==> config.mk <==
export PLATFORM = sky130hd
export DESIGN_NAME = seg_scan_ctrl
export DESIGN_NICKNAME = d
export VERILOG_FILES = /design/src/rtl/seg_scan_ctrl.sv
export SDC_FILE = /design/constraint.sdc
export NUM_CORES = 1
export LEC_CHECK = 0
export BUFFER_PORTS_ARGS = -buffer_cell sky130_fd_sc_hd__buf_2
export CORE_MARGIN = 4
export CORE_UTILIZATION = 60
export DETAILED_ROUTE_END_ITERATION = 8
export MAX_ROUTING_LAYER = met4
export PLACE_DENSITY = 0.82
export SLEW_MARGIN = 10
export SYNTH_ARGS = -nofsm -noshare
export SYNTH_HDL_FRONTEND = slang
export SYNTH_SLANG_ARGS = --single-unit
==> constraint.sdc <==
create_clock -name clk -period 7.33 [get_ports clk]
set_input_delay 1.0995 -clock clk [delete_from_list [all_inputs] [get_ports clk]]
set_output_delay 1.0995 -clock clk [all_outputs]
set_load 0.02 [all_outputs]
==> src/rtl/seg_scan_ctrl.sv <==
// seg_scan_ctrl: time-multiplexed scanner sharing one 7-seg decoder across N_DIG common-anode digits.
// Latency: all outputs registered; a write appears from digit 0 of the frame after the next frame_tick.
// Backpressure: wr_ready low while a write awaits commit. Optional leading-zero blanking: SEG_SCAN_LZB_EN.
module seg_scan_ctrl #(
  parameter int N_DIG    = 4,
  parameter int SCAN_DIV = 1000,
  parameter int GUARD    = 2
) (
  input  logic               clk,
  input  logic               rst_n,
  input  logic               enable,
  input  logic               wr_valid,
  output logic               wr_ready,
  input  logic [4*N_DIG-1:0] wr_data,
  input  logic [N_DIG-1:0]   wr_dp,
  output logic [3:0]         dec_d,
  output logic               dp,
  output logic [N_DIG-1:0]   an_n,
  output logic               frame_tick
);

  localparam int CW = (SCAN_DIV > 1) ? $clog2(SCAN_DIV) : 1;
  localparam int IW = (N_DIG > 1) ? $clog2(N_DIG) : 1;

  localparam logic [CW-1:0] CNT_LAST   = CW'(SCAN_DIV - 1);
  localparam logic [CW-1:0] GUARD_LAST = CW'(GUARD - 1);
  localparam logic [IW-1:0] IDX_LAST   = IW'(N_DIG - 1);

  typedef enum logic [1:0] {
    ST_IDLE  = 2'd0,
    ST_GUARD = 2'd1,
    ST_SHOW  = 2'd2
  } state_t;

  state_t                 state, state_nxt;
  logic [IW-1:0]          idx, idx_nxt;
  logic [CW-1:0]          cnt, cnt_nxt;

  // Displayed image (shadow) and the single-entry pending write buffer
  logic [N_DIG-1:0][3:0]  shadow, shadow_nxt, pend;
  logic [N_DIG-1:0]       shadow_dp, shadow_dp_nxt, pend_dp;
  logic                   pend_full, pend_full_nxt;
  logic                   accept, commit;

  // Next values of the registered outputs
  logic [3:0]             dec_nxt;
  logic                   dp_nxt;
  logic [N_DIG-1:0]       an_nxt;
  logic                   ft_nxt;
  logic                   lit;

  // Scan state register: state, digit index and slot counter
  always_ff @(posedge clk) begin
    if (!rst_n) begin
      state <= ST_IDLE;
      idx   <= '0;
      cnt   <= '0;
    end else begin
      state <= state_nxt;
      idx   <= idx_nxt;
      cnt   <= cnt_nxt;
    end
  end

  // Next-state logic: walk GUARD then SHOW per slot, advance digit at slot end
  always_comb begin
    state_nxt = state;
    idx_nxt   = idx;
    cnt_nxt   = cnt;
    if (!enable) begin
      state_nxt = ST_IDLE;
      idx_nxt   = '0;
      cnt_nxt   = '0;
    end else begin
      case (state)
        ST_IDLE: begin
          state_nxt = ST_GUARD;
          idx_nxt   = '0;
          cnt_nxt   = '0;
        end
        default: begin
          if (cnt == CNT_LAST) begin
            state_nxt = ST_GUARD;
            cnt_nxt   = '0;
            idx_nxt   = (idx == IDX_LAST) ? '0 : idx + IW'(1);
          end else begin
            cnt_nxt = cnt + CW'(1);
            if (cnt == GUARD_LAST) begin
              state_nxt = ST_SHOW;
            end
          end
        end
      endcase
    end
  end

  // Write handshake and frame-boundary commit; while idle, commit right away
  always_comb begin
    accept        = wr_valid && wr_ready;
    commit        = pend_full && ((state == ST_IDLE) || frame_tick);
    shadow_nxt    = shadow;
    shadow_dp_nxt = shadow_dp;
    if (commit) begin
      shadow_nxt    = pend;
      shadow_dp_nxt = pend_dp;
    end
    pend_full_nxt = pend_full;
    if (accept) begin
      pend_full_nxt = 1'b1;
    end else if (commit) begin
      pend_full_nxt = 1'b0;
    end
  end

  // Pending buffer and shadow image registers
  always_ff @(posedge clk) begin
    if (!rst_n) begin
      shadow    <= '0;
      shadow_dp <= '0;
      pend      <= '0;
      pend_dp   <= '0;
      pend_full <= 1'b0;
    end else begin
      shadow    <= shadow_nxt;
      shadow_dp <= shadow_dp_nxt;
      pend_full <= pend_full_nxt;
      if (accept) begin
        pend    <= wr_data;
        pend_dp <= wr_dp;
      end
    end
  end

`ifdef SEG_SCAN_LZB_EN
  logic [N_DIG-1:0] blank;
  logic             zero_run;

  // Blank digit i (i>0) when it and every higher digit are zero with no decimal point
  always_comb begin
    blank    = '0;
    zero_run = 1'b1;
    for (int i = N_DIG - 1; i > 0; i--) begin
      zero_run = zero_run && (shadow_nxt[i] == 4'd0) && !shadow_dp_nxt[i];
      blank[i] = zero_run;
    end
  end

  assign lit = !blank[idx_nxt];
`else
  assign lit = 1'b1;
`endif

  // Output decode from the upcoming state so registered outputs line up with it
  always_comb begin
    dec_nxt = 4'd0;
    dp_nxt  = 1'b0;
    an_nxt  = '1;
    ft_nxt  = 1'b0;
    if (state_nxt != ST_IDLE) begin
      dec_nxt = shadow_nxt[idx_nxt];
      dp_nxt  = shadow_dp_nxt[idx_nxt];
      ft_nxt  = (idx_nxt == IDX_LAST) && (cnt_nxt == CNT_LAST);
      if ((state_nxt == ST_SHOW) && lit) begin
        an_nxt[idx_nxt] = 1'b0;
      end
    end
  end

  // Output registers
  always_ff @(posedge clk) begin
    if (!rst_n) begin
      dec_d      <= 4'd0;
      dp         <= 1'b0;
      an_n       <= '1;
      frame_tick <= 1'b0;
      wr_ready   <= 1'b1;
    end else begin
      dec_d      <= dec_nxt;
      dp         <= dp_nxt;
      an_n       <= an_nxt;
      frame_tick <= ft_nxt;
      wr_ready   <= !pend_full_nxt;
    end
  end

endmodule

# Word level (Yosys, flattened, before mapping)
# Cells that the tools add are included.
# totals
input_bits	24
regBits	66
# op_classes
bitwise	1
n_reduce_logical	10
muxes	21
eq_ne	6
n_addsub	2
magnitude_cmp	2
# op_table
operator	count
10-bit 2-to-1 mux	3
10-bit equality test (second input constant)	2
16-bit 2-to-1 mux	1
2-bit 2-to-1 mux	8
10-bit by 1-bit adder with 10-bit output (second input constant)	1
10-bit by 1-bit equality test with 1-bit output (second input constant)	1
4-bit binary-select mux with 2-bit select	1
4-bit 2-to-1 mux	2
2-bit equality test (second input constant)	3
1-bit logical AND	4
1-bit 2-to-1 mux	4
4-bit NOT	1
2-bit by 3-bit < comparator with 1-bit output (second input constant)	1
3-bit AND reduction	1
2-bit by 1-bit adder with 2-bit output (second input constant)	1
1-bit binary-select mux with 2-bit select	1
1-bit demux with 2-bit select	1
2-bit by 1-bit greater-or-equal comparator with 1-bit output (second input constant)	1
2-bit logical NOT	1
2-bit AND reduction	1
2-bit nonzero test	1
1-bit logical NOT	1
1-bit logical OR	1

# Logic depth before layout (Yosys ltp)
# Gate-level depths: netlist of run 1.
# depth
ltp_word	10
depth_mapped	7

# Least setup slack after synthesis of run 1
# No wires, ideal clock.
# synth_path
path_kind	input port to flip-flop
startpoint	in enable
endpoint	reg dec_d[1]
n_path_buf	1
arrival_time_ns	2.477
path_stages	6
setup_slack_ns	4.736
setup_ns	0.117
path_cell_list	o21a_1 -> and2_1 -> mux2i_1 -> buf_6 -> mux4_2 -> a22o_1
# synth_between
elab_chain_len	3
word_cells_on_any_way	6
classes_between	4 x mux; 2 x reduce/logical
# synth_lines
element	line_no	rtl
from (decl)	11	input logic enable,
2-bit 2-to-1 mux	70	if (!enable) begin
4-bit binary-select mux with 2-bit select or 2-bit nonzero test (tied branches)	160, 159	
4-bit 2-to-1 mux (implied by the code) or 2-bit AND reduction (tied branches)	n/a	
to (signal assigned)	178	dec_d <= dec_nxt;
to (decl)	16	output logic [3:0] dec_d,
# Parallel ways exist; a longest one is shown, timed or not. The select of a mux whose other input is x is not followed.
# A chain may end at the register's enable or synchronous reset.

# Worst setup path after layout of run 1
# layout_path
startpoint	reg cnt[0]
endpoint	reg dec_d[0]
# layout_between
elab_chain_len	7
word_cells_on_any_way	13
classes_between	2 x eq/ne; 9 x mux; 2 x reduce/logical
# layout_lines
element	line_no	rtl
from (decl)	37	logic [CW-1:0] cnt, cnt_nxt;
from (signal assigned)	61	cnt <= cnt_nxt;
10-bit by 1-bit equality test with 1-bit output	88	if (cnt == GUARD_LAST) begin
2-bit 2-to-1 mux	88	
2-bit 2-to-1 mux	82	if (cnt == CNT_LAST) begin
2-bit 2-to-1 mux	75	case (state)
2-bit 2-to-1 mux	70	
2-bit nonzero test	159	if (state_nxt != ST_IDLE) begin
2-bit AND reduction (no source line)	n/a	
# Parallel ways exist; a longest one is shown, timed or not. The select of a mux whose other input is x is not followed.

==> flow_summary.yaml, run 1 <==
synthesis:
  yosys.area.top_type: "dfxtp_1"
  synthTopCellsByArea: "dfxtp_1 (47%), nand2_1 (12%), a21boi_0 (11%)"
  syn_avg_cell_area_um2: 9.14
  yosys-top-cells-count: "nand2_1 (92), dfxtp_1 (66), a21boi_0 (40), clkbuf_1 (17), nor2_1 (12)"
  seq_area_frac_synth_pct: 47.4
  ys_seq_elements: 66
  synthArstFlopShare_pct: 0
  yosys_warnings: 0
  synth_most_common_cell: "nand2_1"
  syn-num-nets: 332
  yosysTopAreaCellShare_pct: 47.4
  synthCells: 305
  ys_types: 37
  syn-cell-area_mm2: 0.00279
  synth_edf_count: 0
  ys.flop_type: "dfxtp_1"
final_layout:
  postLayoutCellArea_mm2: 0.00315
  finalNetCount: 358
  layout-drive-gt1-share_pct: 18.2
  post-route-util_pct: 71.3
  stdcell_count: 387
  final-seq-area_mm2: 0.00132
  n_fill_cell: 349
  area_delta_synth_final_pct: 12.9
  multiInputGateArea_mm2: 0.00137
  n_antenna_cell: 0
global_routing:
  grtUsageTotal_pct: 20.0
  grt_pass1_wl_mm: 9.49
  grt-ovfl-total: 0
  grt_max_degree: 48
  grt_antenna_before_repair: 0
  grt_pass1_vias: 2118
cts:
  cts_resized: 0
  path_clk_slew_ns: 0.07
  clockBufferDepth: 2
  insertion_delay_ns: 0.33
  root_buffer: "clkbuf_8"
  holdBufCountCts: 0
  post_cts_buffers: 0
  numCtsBuffers: 9
  cts_sinks: 66
  tritoncts: "done"
  htree_levels: 3
placement:
  dpl_cell_area_mm2: 0.00294
  port_buffers: 34
  hpwl_mm: 3.66
  dp_cells: 372
  place_ws_ns: 4.52
  finalWeightedCongestion: 0.878
floorplan:
  pin_count: 35
  die_area_mm2: 0.00580
  num_rows: 24
  start_util_pct: 63.2
  fp.dieH_um: 76.2
  die_x_um: 76.2
  fp.coreArea_mm2: 0.00441
timing:
  setup_viol: 0
  relSlewSlack_pct: 32.2
  period_needed_ns: 2.48
  hold_viol_final: 0
  holdWs_ns: 0.465
  max_clock_freq_mhz: 403
  final.setup.tns_ns: 0
  fin_ws_ns: 4.85
  slew_violations: 0
  clock-skew-final_ns: 0.0125
  grt_setup_unrepaired: "no"
  tightest_slew_ns: 1.01
  finalCritPeriodShare_pct: 33.9
critical_path:
  startpoint: "cnt[0]"
  r2r_end: "dec_d[0]"
  crit_end: "dec_d[0]"
  crit_fanout: 11
  startpoint_type: "register"
  worstPathArrival_ns: 2.71
  worst-setup-path-type: "register to register"
  endpoint_kind: "register"
  reg2reg_slack_ns: 4.85
  reg2reg_from: "cnt[0]"
  reg2regPathDepth: 7
  worst-endpoint-required_ns: 7.56
worst_hold_path:
  hp-class: "register to register"
routing:
  via_count: 2198
  drt-total-wl_mm: 5.51
  antenna_left: 0
  drc: 0
  drt_iter0_drc: 153
  post_drt_via_cell_ratio: 5.68
  wl_per_cell_um: 14.2
  dr.pass1.iters: 4
power_and_ir_drop:
  power_leakage_nw: 1.19
  vdd_drop_max_uv: 131
  power_density_mw_per_mm2: 231
  p_total_mw: 0.726
run:
  drv_cap: 0
run_status:
  outcome: "finished, final reports clean"
-- critical path, stage by stage, from the launching register on --
cell and delay, ns:
dfxtp_1 0.42, ha_1 0.26, and4_1 0.25, and3_4 0.22, mux2i_1 0.18, buf_4 0.25, mux4_1 0.57, a22o_1 0.23
-- flip-flops by register name, summed over array words and instances, names as in the netlist --
register    count
state           2
dec_d           4
shadow_dp       4
pend_dp         4
pend_full       1
an_n            4
dp              1
wr_ready        1
idx             2
pend           16
frame_tick      1
shadow         16
cnt            10
-- layout by cell type, fill, tap and decap left out, types with 2 or more instances in the layout --
master / count
nand2_1: 92
dfxtp_1: 66
a21boi_0: 40
buf_2: 34
nor2_1: 12
clkbuf_8: 12
mux4_2: 9
and2_1: 6
nand4_1: 5
a21oi_1: 5
a22o_1: 5
inv_1: 4
o21ai_0: 4
xor2_1: 4
and4_1: 3
nor3_1: 3
a31oi_1: 3
nand3_1: 3
ha_1: 3
nand3b_1: 2
or3_1: 2
-- area by class of cell --
class | count | share of cell area, %
clock buffers | 13 | 5.37
repair buffers | 35 | 5.64
inverters | 4 | 0.477
multi-input cells | 215 | 43.4
well taps | 52 | 2.07
flip-flops and latches | 66 | 42.0
clock inverters | 2 | 1.11
-- power breakdown --
part	switching [mW]	total (mW)	internal (mW)
Clock	0.124	0.307	0.183
Combinational	0.0236	0.0412	0.0176
Sequential	0.00844	0.377	0.369
Total	0.156	0.726	0.569
-- cell families after synthesis --
family	share of synthesized area [%]
DFF	47.4
muxes	8.97
AOI/OAI and AO/OA	15.5
buffers and inverters	3.68
adders and majority gates	1.35
and+or+nand+nor	21.6
xor gates and xnor gates	1.57
-- worst min-delay path by stage --
stage                 endpoint  cells past startpoint        from
floorplan           shadow[12]                      2  shadow[12]
global placement     shadow[8]                      2   shadow[8]
detailed placement   shadow[7]                      2   shadow[7]
CTS                  shadow[7]                      2   shadow[7]
global route         shadow[5]                      2   shadow[5]
finish               shadow[7]                      2   shadow[7]
-- routing by layer --
| layer | global-route usage (%) | wire, µm | up-vias |
|---|---|---|---|
| li1 | - | - | 1090 |
| met1 | 26.3 | 2600 | 1044 |
| met2 | 30.9 | 2540 | 57 |
| met3 | 4.96 | 320 | 7 |
| met4 | 5.42 | 43 | 0 |
| met5 | - | 0 | - |
No activity file was read; power rests on OpenSTA's default activity.
==> inputs of run 2 (changes only) <==
--- a/config.mk
+++ b/config.mk
@@ -7,10 +7,10 @@
 export LEC_CHECK = 0
 export BUFFER_PORTS_ARGS = -buffer_cell sky130_fd_sc_hd__buf_2
 export CORE_MARGIN = 4
-export CORE_UTILIZATION = 60
+export CORE_UTILIZATION = 57
 export DETAILED_ROUTE_END_ITERATION = 8
 export MAX_ROUTING_LAYER = met4
-export PLACE_DENSITY = 0.82
+export PLACE_DENSITY = 0.79
 export SLEW_MARGIN = 10
 export SYNTH_ARGS = -nofsm -noshare
 export SYNTH_HDL_FRONTEND = slang
==> constraint.sdc (replaced) <==
create_clock -name clk -period 2.36 [get_ports clk]
set_input_delay 0.354 -clock clk [delete_from_list [all_inputs] [get_ports clk]]
set_output_delay 0.354 -clock clk [all_outputs]
set_load 0.02 [all_outputs]
==> run 2 against run 1 <==
Effect of this change: maximum frequency increased by 9.5%; global-route usage increased by 2.6 points; worst setup slack got worse by 4.8 ns; final cell count increased by 8.3%; sequential power increased to 3.1 times the previous value; clock skew decreased by 0.0069 ns; non-clock buffer count increased by 17; largest power group unchanged.
==> flow_summary.yaml, run 2 (synthesis gave the netlist of run 1 again) <==
routing:
  via_count: 2258
  wl_per_cell_um: 14.1
  post_drt_via_cell_ratio: 5.39
  drt-total-wl_mm: 5.92
  dr.pass1.iters: 4
  drc: 0
  antenna_left: 0
  drt_iter0_drc: 160
critical_path:
  worstPathArrival_ns: 2.50
  crit_fanout: 5
  startpoint_type: "register"
  endpoint_kind: "register"
  worst-setup-path-type: "register to register"
  reg2reg_slack_ns: 0.09
  worst-endpoint-required_ns: 2.59
timing:
  tightest_slew_ns: 0.784
  relSlewSlack_pct: 47.8
  holdWs_ns: 0.261
  setup_viol: 0
  hold_viol_final: 0
  fin_ws_ns: 0.0914
  slew_violations: 0
  clock-skew-final_ns: 0.00563
  max_clock_freq_mhz: 441
  finalCritPeriodShare_pct: 96.1
  period_needed_ns: 2.27
placement:
  port_buffers: 34
  finalWeightedCongestion: 0.860
  dp_cells: 401
  place_ws_ns: -0.0127
  hpwl_mm: 3.95
power_and_ir_drop:
  p_sw_share_pct: 21.7
  power_density_mw_per_mm2: 684
  power.switching_mw: 0.490
  vdd_drop_max_uv: 387
  p_total_mw: 2.26
  p_clk_share_pct: 42.2
  seq_power_share_pct: 51.6
  power_frac_comb_pct: 6.1
  power_leakage_nw: 1.28
  internal_power_mw: 1.77
global_routing:
  grt_pass1_wl_mm: 10.4
  grt_pass1_vias: 2179
  grt_max_degree: 30
  grt-ovfl-total: 0
  grt_antenna_before_repair: 0
  grtUsageTotal_pct: 22.6
final_layout:
  n_antenna_cell: 0
  stdcell_count: 419
  layout-drive-gt1-share_pct: 22.7
  final_common_cell: "nand2_1"
  n_fill_cell: 353
  top_regs: "pend: 16 flops, shadow: 16 flops, cnt: 10 flops"
  finalNetCount: 375
  layout.cells.most_common_list: "nand2_1 (92), dfxtp_1 (65), a21boi_0 (40)"
  area_delta_synth_final_pct: 18.8
cts:
  htree_levels: 3
  clockBufferDepth: 2
  insertion_delay_ns: 0.34
  path_clk_slew_ns: 0.07
  holdBufCountCts: 0
  root_buffer: "clkbuf_8"
  cts_sinks: 66
  tritoncts: "done"
  numCtsBuffers: 9
floorplan:
  fp.dieH_um: 78.0
  pin_count: 35
  start_util_pct: 59.0
  num_rows: 25
  fp.coreArea_mm2: 0.00472
  die_x_um: 78.0
  die_area_mm2: 0.00608
run_status:
  outcome: "finished, final reports clean"
worst_hold_path:
  hp-class: "input pin to register"
run:
  drv_cap: 0
==> run 2: changes by cell type in the layout (fill, tap and decap cells not counted) <==
cell / before / now
buf_4: 1 / 17
buf_6: 0 / 1
dfxtp_1: 66 / 65
dfxtp_2: 0 / 1
mux2i_1: 1 / 0
mux2i_4: 0 / 1
==> run 2: timing repair <==
action                                  CTS  global route
endpoints found under the hold margin     0             0
resized for setup                         4             1
endpoints found under the setup margin    2             5
cloned                                    1             0
setup buffers                             0             2
pin swaps                                 0             1
==> run 2: layout make-up <==
class                   instances  area, µm²  share of cell area (%)
multi-input cells             215       1380                    41.6
flip-flops and latches         66       1320                    39.9
repair buffers                 52        309                    9.33
clock buffers                  13        169                    5.10
well taps                      67       83.8                    2.53
clock inverters                 2       35.0                    1.06
inverters                       4       15.0                   0.453
==> run 2: metrics by stage <==
| stage | utilization, % | area [µm²] | setup TNS (ns) |
|---|---|---|---|
| after floorplan | - | 2790 | 0 |
| after global placement | 65.0 | 3070 | 0 |
| after detailed placement | 65.0 | 3070 | -0.0127 |
| after CTS | 69.8 | 3300 | 0 |
| after global routing | 70.1 | 3310 | -0.00640 |
| final | 70.1 | 3310 | 0 |
==> run 2: worst max-delay path: stages (launching register included) <==
cell and delay (ns):
dfxtp_2 0.35, ha_1 0.16, and4_1 0.20, and3_4 0.23
mux2i_4 0.27, buf_6 0.17, mux4_1 0.55, a22o_1 0.24
==> run 2: metal layers <==
metal | up-vias | share of wire (%) | GRT usage (%)
met5 | - | 0 | -
met4 | 0 | 2.5 | 8.74
met3 | 21 | 6.5 | 7.89
met2 | 77 | 46 | 34.6
met1 | 1035 | 45 | 27.5
li1 | 1125 | - | -
==> run 2: final timing paths <==
check                                   from           end  cells after the start
worst min register to register  shadow_dp[0]  shadow_dp[0]                      2
worst max register to register        cnt[1]      dec_d[0]                      7
worst min-delay path              wr_data[1]       pend[1]                      3
worst max-delay path                  cnt[1]      dec_d[0]                      7
==> run 2: power groups by stage <==
stage	clock [mW]	combinational [mW]	sequential (mW)
3_5_place_dp	0	0.139	1.19
5_1_grt	1.03	0.158	1.17
2_1_floorplan	0	0.0894	1.19
3_3_place_gp	0	0.134	1.19
6_report	0.957	0.139	1.17
4_1_cts	0.977	0.140	1.17
==> inputs of run 3 (changes only) <==
--- a/config.mk
+++ b/config.mk
@@ -5,7 +5,7 @@
 export SDC_FILE = /design/constraint.sdc
 export NUM_CORES = 1
 export LEC_CHECK = 0
-export BUFFER_PORTS_ARGS = -buffer_cell sky130_fd_sc_hd__buf_2
+export BUFFER_PORTS_ARGS = -buffer_cell sky130_fd_sc_hd__buf_4
 export CORE_MARGIN = 4
 export CORE_UTILIZATION = 57
 export DETAILED_ROUTE_END_ITERATION = 8
==> run 3 against run 2 <==
Effect of this change: sequential share of layout area decreased by 1.4 points; combinational power increased by 9%; worst hold slack improved by 0.0094 ns; first-iteration DRC count increased by 22%; critical path depth increased by 1; flip-flop and latch count unchanged; final cell count increased by 0.72%; count of clock-buffer cells in the layout decreased by 1; critical endpoint unchanged; largest cell class unchanged.
==> flow_summary.yaml, run 3 (synthesis gave the netlist of run 1 again) <==
placement:
  finalWeightedCongestion: 0.890
  hpwl_mm: 4.14
  place_ws_ns: -0.0947
  port_buffers: 34
routing:
  antenna_left: 0
  via_count: 2245
  wl_per_cell_um: 14.4
  dr.pass1.iters: 4
  drc: 0
  drt-total-wl_mm: 6.09
  drt_iter0_drc: 195
  post_drt_via_cell_ratio: 5.32
timing:
  slew_violations: 0
  hold_viol_final: 0
  finalCritPeriodShare_pct: 97.0
  period_needed_ns: 2.29
  grt_setup_unrepaired: "yes"
  relSlewSlack_pct: 50.5
  max_clock_freq_mhz: 437
  clock-skew-final_ns: 0.00866
  setup_viol: 0
  tightest_slew_ns: 0.742
  fin_ws_ns: 0.0716
  final.setup.tns_ns: 0
final_layout:
  layout.cells.most_common_list: "nand2_1 (92), dfxtp_1 (65), buf_4 (53)"
  final_common_cell: "nand2_1"
  finalNetCount: 377
  top_regs: "pend: 16 flops, shadow: 16 flops, cnt: 10 flops"
  multiInputGateArea_mm2: 0.00137
  n_antenna_cell: 0
  area_delta_synth_final_pct: 23.1
  final-seq-area_mm2: 0.00132
  n_fill_cell: 334
  layout-drive-gt1-share_pct: 23.7
global_routing:
  grt_pass1_wl_mm: 10.1
  grt-ovfl-total: 0
  grt_antenna_before_repair: 0
  grt_max_degree: 48
  grt_pass1_vias: 2102
  grtUsageTotal_pct: 22.1
cts:
  root_buffer: "clkbuf_8"
  insertion_delay_ns: 0.34
  tritoncts: "done"
  cts_sinks: 66
  clockBufferDepth: 2
  htree_levels: 3
  numCtsBuffers: 9
  path_clk_slew_ns: 0.07
floorplan:
  num_rows: 25
  die_x_um: 78.0
  fp.dieH_um: 78.0
  pin_count: 35
  die_area_mm2: 0.00608
  fp.coreArea_mm2: 0.00472
  start_util_pct: 59.0
critical_path:
  reg2reg_slack_ns: 0.07
  crit_fanout: 5
  startpoint_type: "register"
  reg2reg_from: "cnt[1]"
  worstPathArrival_ns: 2.53
  r2r_end: "dec_d[0]"
  reg2regPathDepth: 8
  endpoint_kind: "register"
  worst-endpoint-required_ns: 2.60
  worst-setup-path-type: "register to register"
worst_hold_path:
  hp-class: "input pin to register"
  hold_path_depth: 3
  hold-path-endpoint: "pend[6]"
  min_from: "wr_data[6]"
run_status:
  outcome: "finished, final reports clean"
power_and_ir_drop:
  vdd_drop_max_uv: 459
  power_leakage_nw: 1.32
  power_density_mw_per_mm2: 699
run:
  drv_cap: 0
==> run 3: what timing repair did <==
| item | CTS | global route |
|---|---|---|
| pin swaps | 0 | 1 |
| setup buffers | 2 | 1 |
| endpoints found under the setup margin | 5 | 4 |
| gates resized for setup | 5 | 1 |
| gates cloned | 1 | 0 |
| hold buffers | 0 | 0 |
==> run 3: layout make-up <==
| type | count | area share (%) |
|---|---|---|
| Multi-Input combinational cell | 215 | 40.0 |
| Sequential cell | 66 | 38.5 |
| Timing Repair Buffer | 54 | 11.9 |
| Clock buffer | 12 | 4.52 |
| Tap cell | 67 | 2.44 |
| Clock inverter | 4 | 2.15 |
| Inverter | 4 | 0.437 |
==> run 3: where the power goes <==
group	internal [mW]	switching, mW
clock network	0.653	0.428
logic	0.0731	0.0775
registers	1.15	0.0242
==> run 3: worst max-delay path by stage <==
stage	from	endpoint	slack [ns]	cells after the start
2_1_floorplan	cnt[0]	dec_d[1]	0.02	7
3_5_place_dp	cnt[1]	dec_d[0]	-0.09	7
3_3_place_gp	cnt[1]	dec_d[0]	0.05	7
5_1_grt	cnt[1]	dec_d[3]	-0.02	7
6_report	cnt[1]	dec_d[0]	0.07	8
4_1_cts	cnt[1]	dec_d[0]	0.03	7
==> run 3: critical path, stage by stage (launching register included) <==
cell	delay [ns]
dfxtp_2	0.35
ha_1	0.16
and4_1	0.20
and3_4	0.23
mux2i_4	0.29
buf_6	0.18
buf_4	0.12
mux4_2	0.48
a22o_1	0.18
==> run 3: layer usage <==
layer  up-vias  GRT usage (%)  part of all wire (%)
met2        58           34.2                    48
met4         0           8.92                   1.8
met1      1044           28.8                    46
met3        13           4.06                   4.2
met5         -              -                     0
li1       1130              -                     -
==> run 3: per-stage QoR <==
stage	total power, mW	instance area (µm²)	hold WS (ns)	instances	utilization, %
after floorplan	1.28	2790	0.439	305	-
after global placement	1.34	3160	0.447	402	66.9
after detailed placement	1.34	3160	0.462	402	66.9
after CTS	2.40	3430	0.265	421	72.6
after global routing	2.47	3430	0.272	422	72.7
final	2.40	3430	0.270	422	72.7
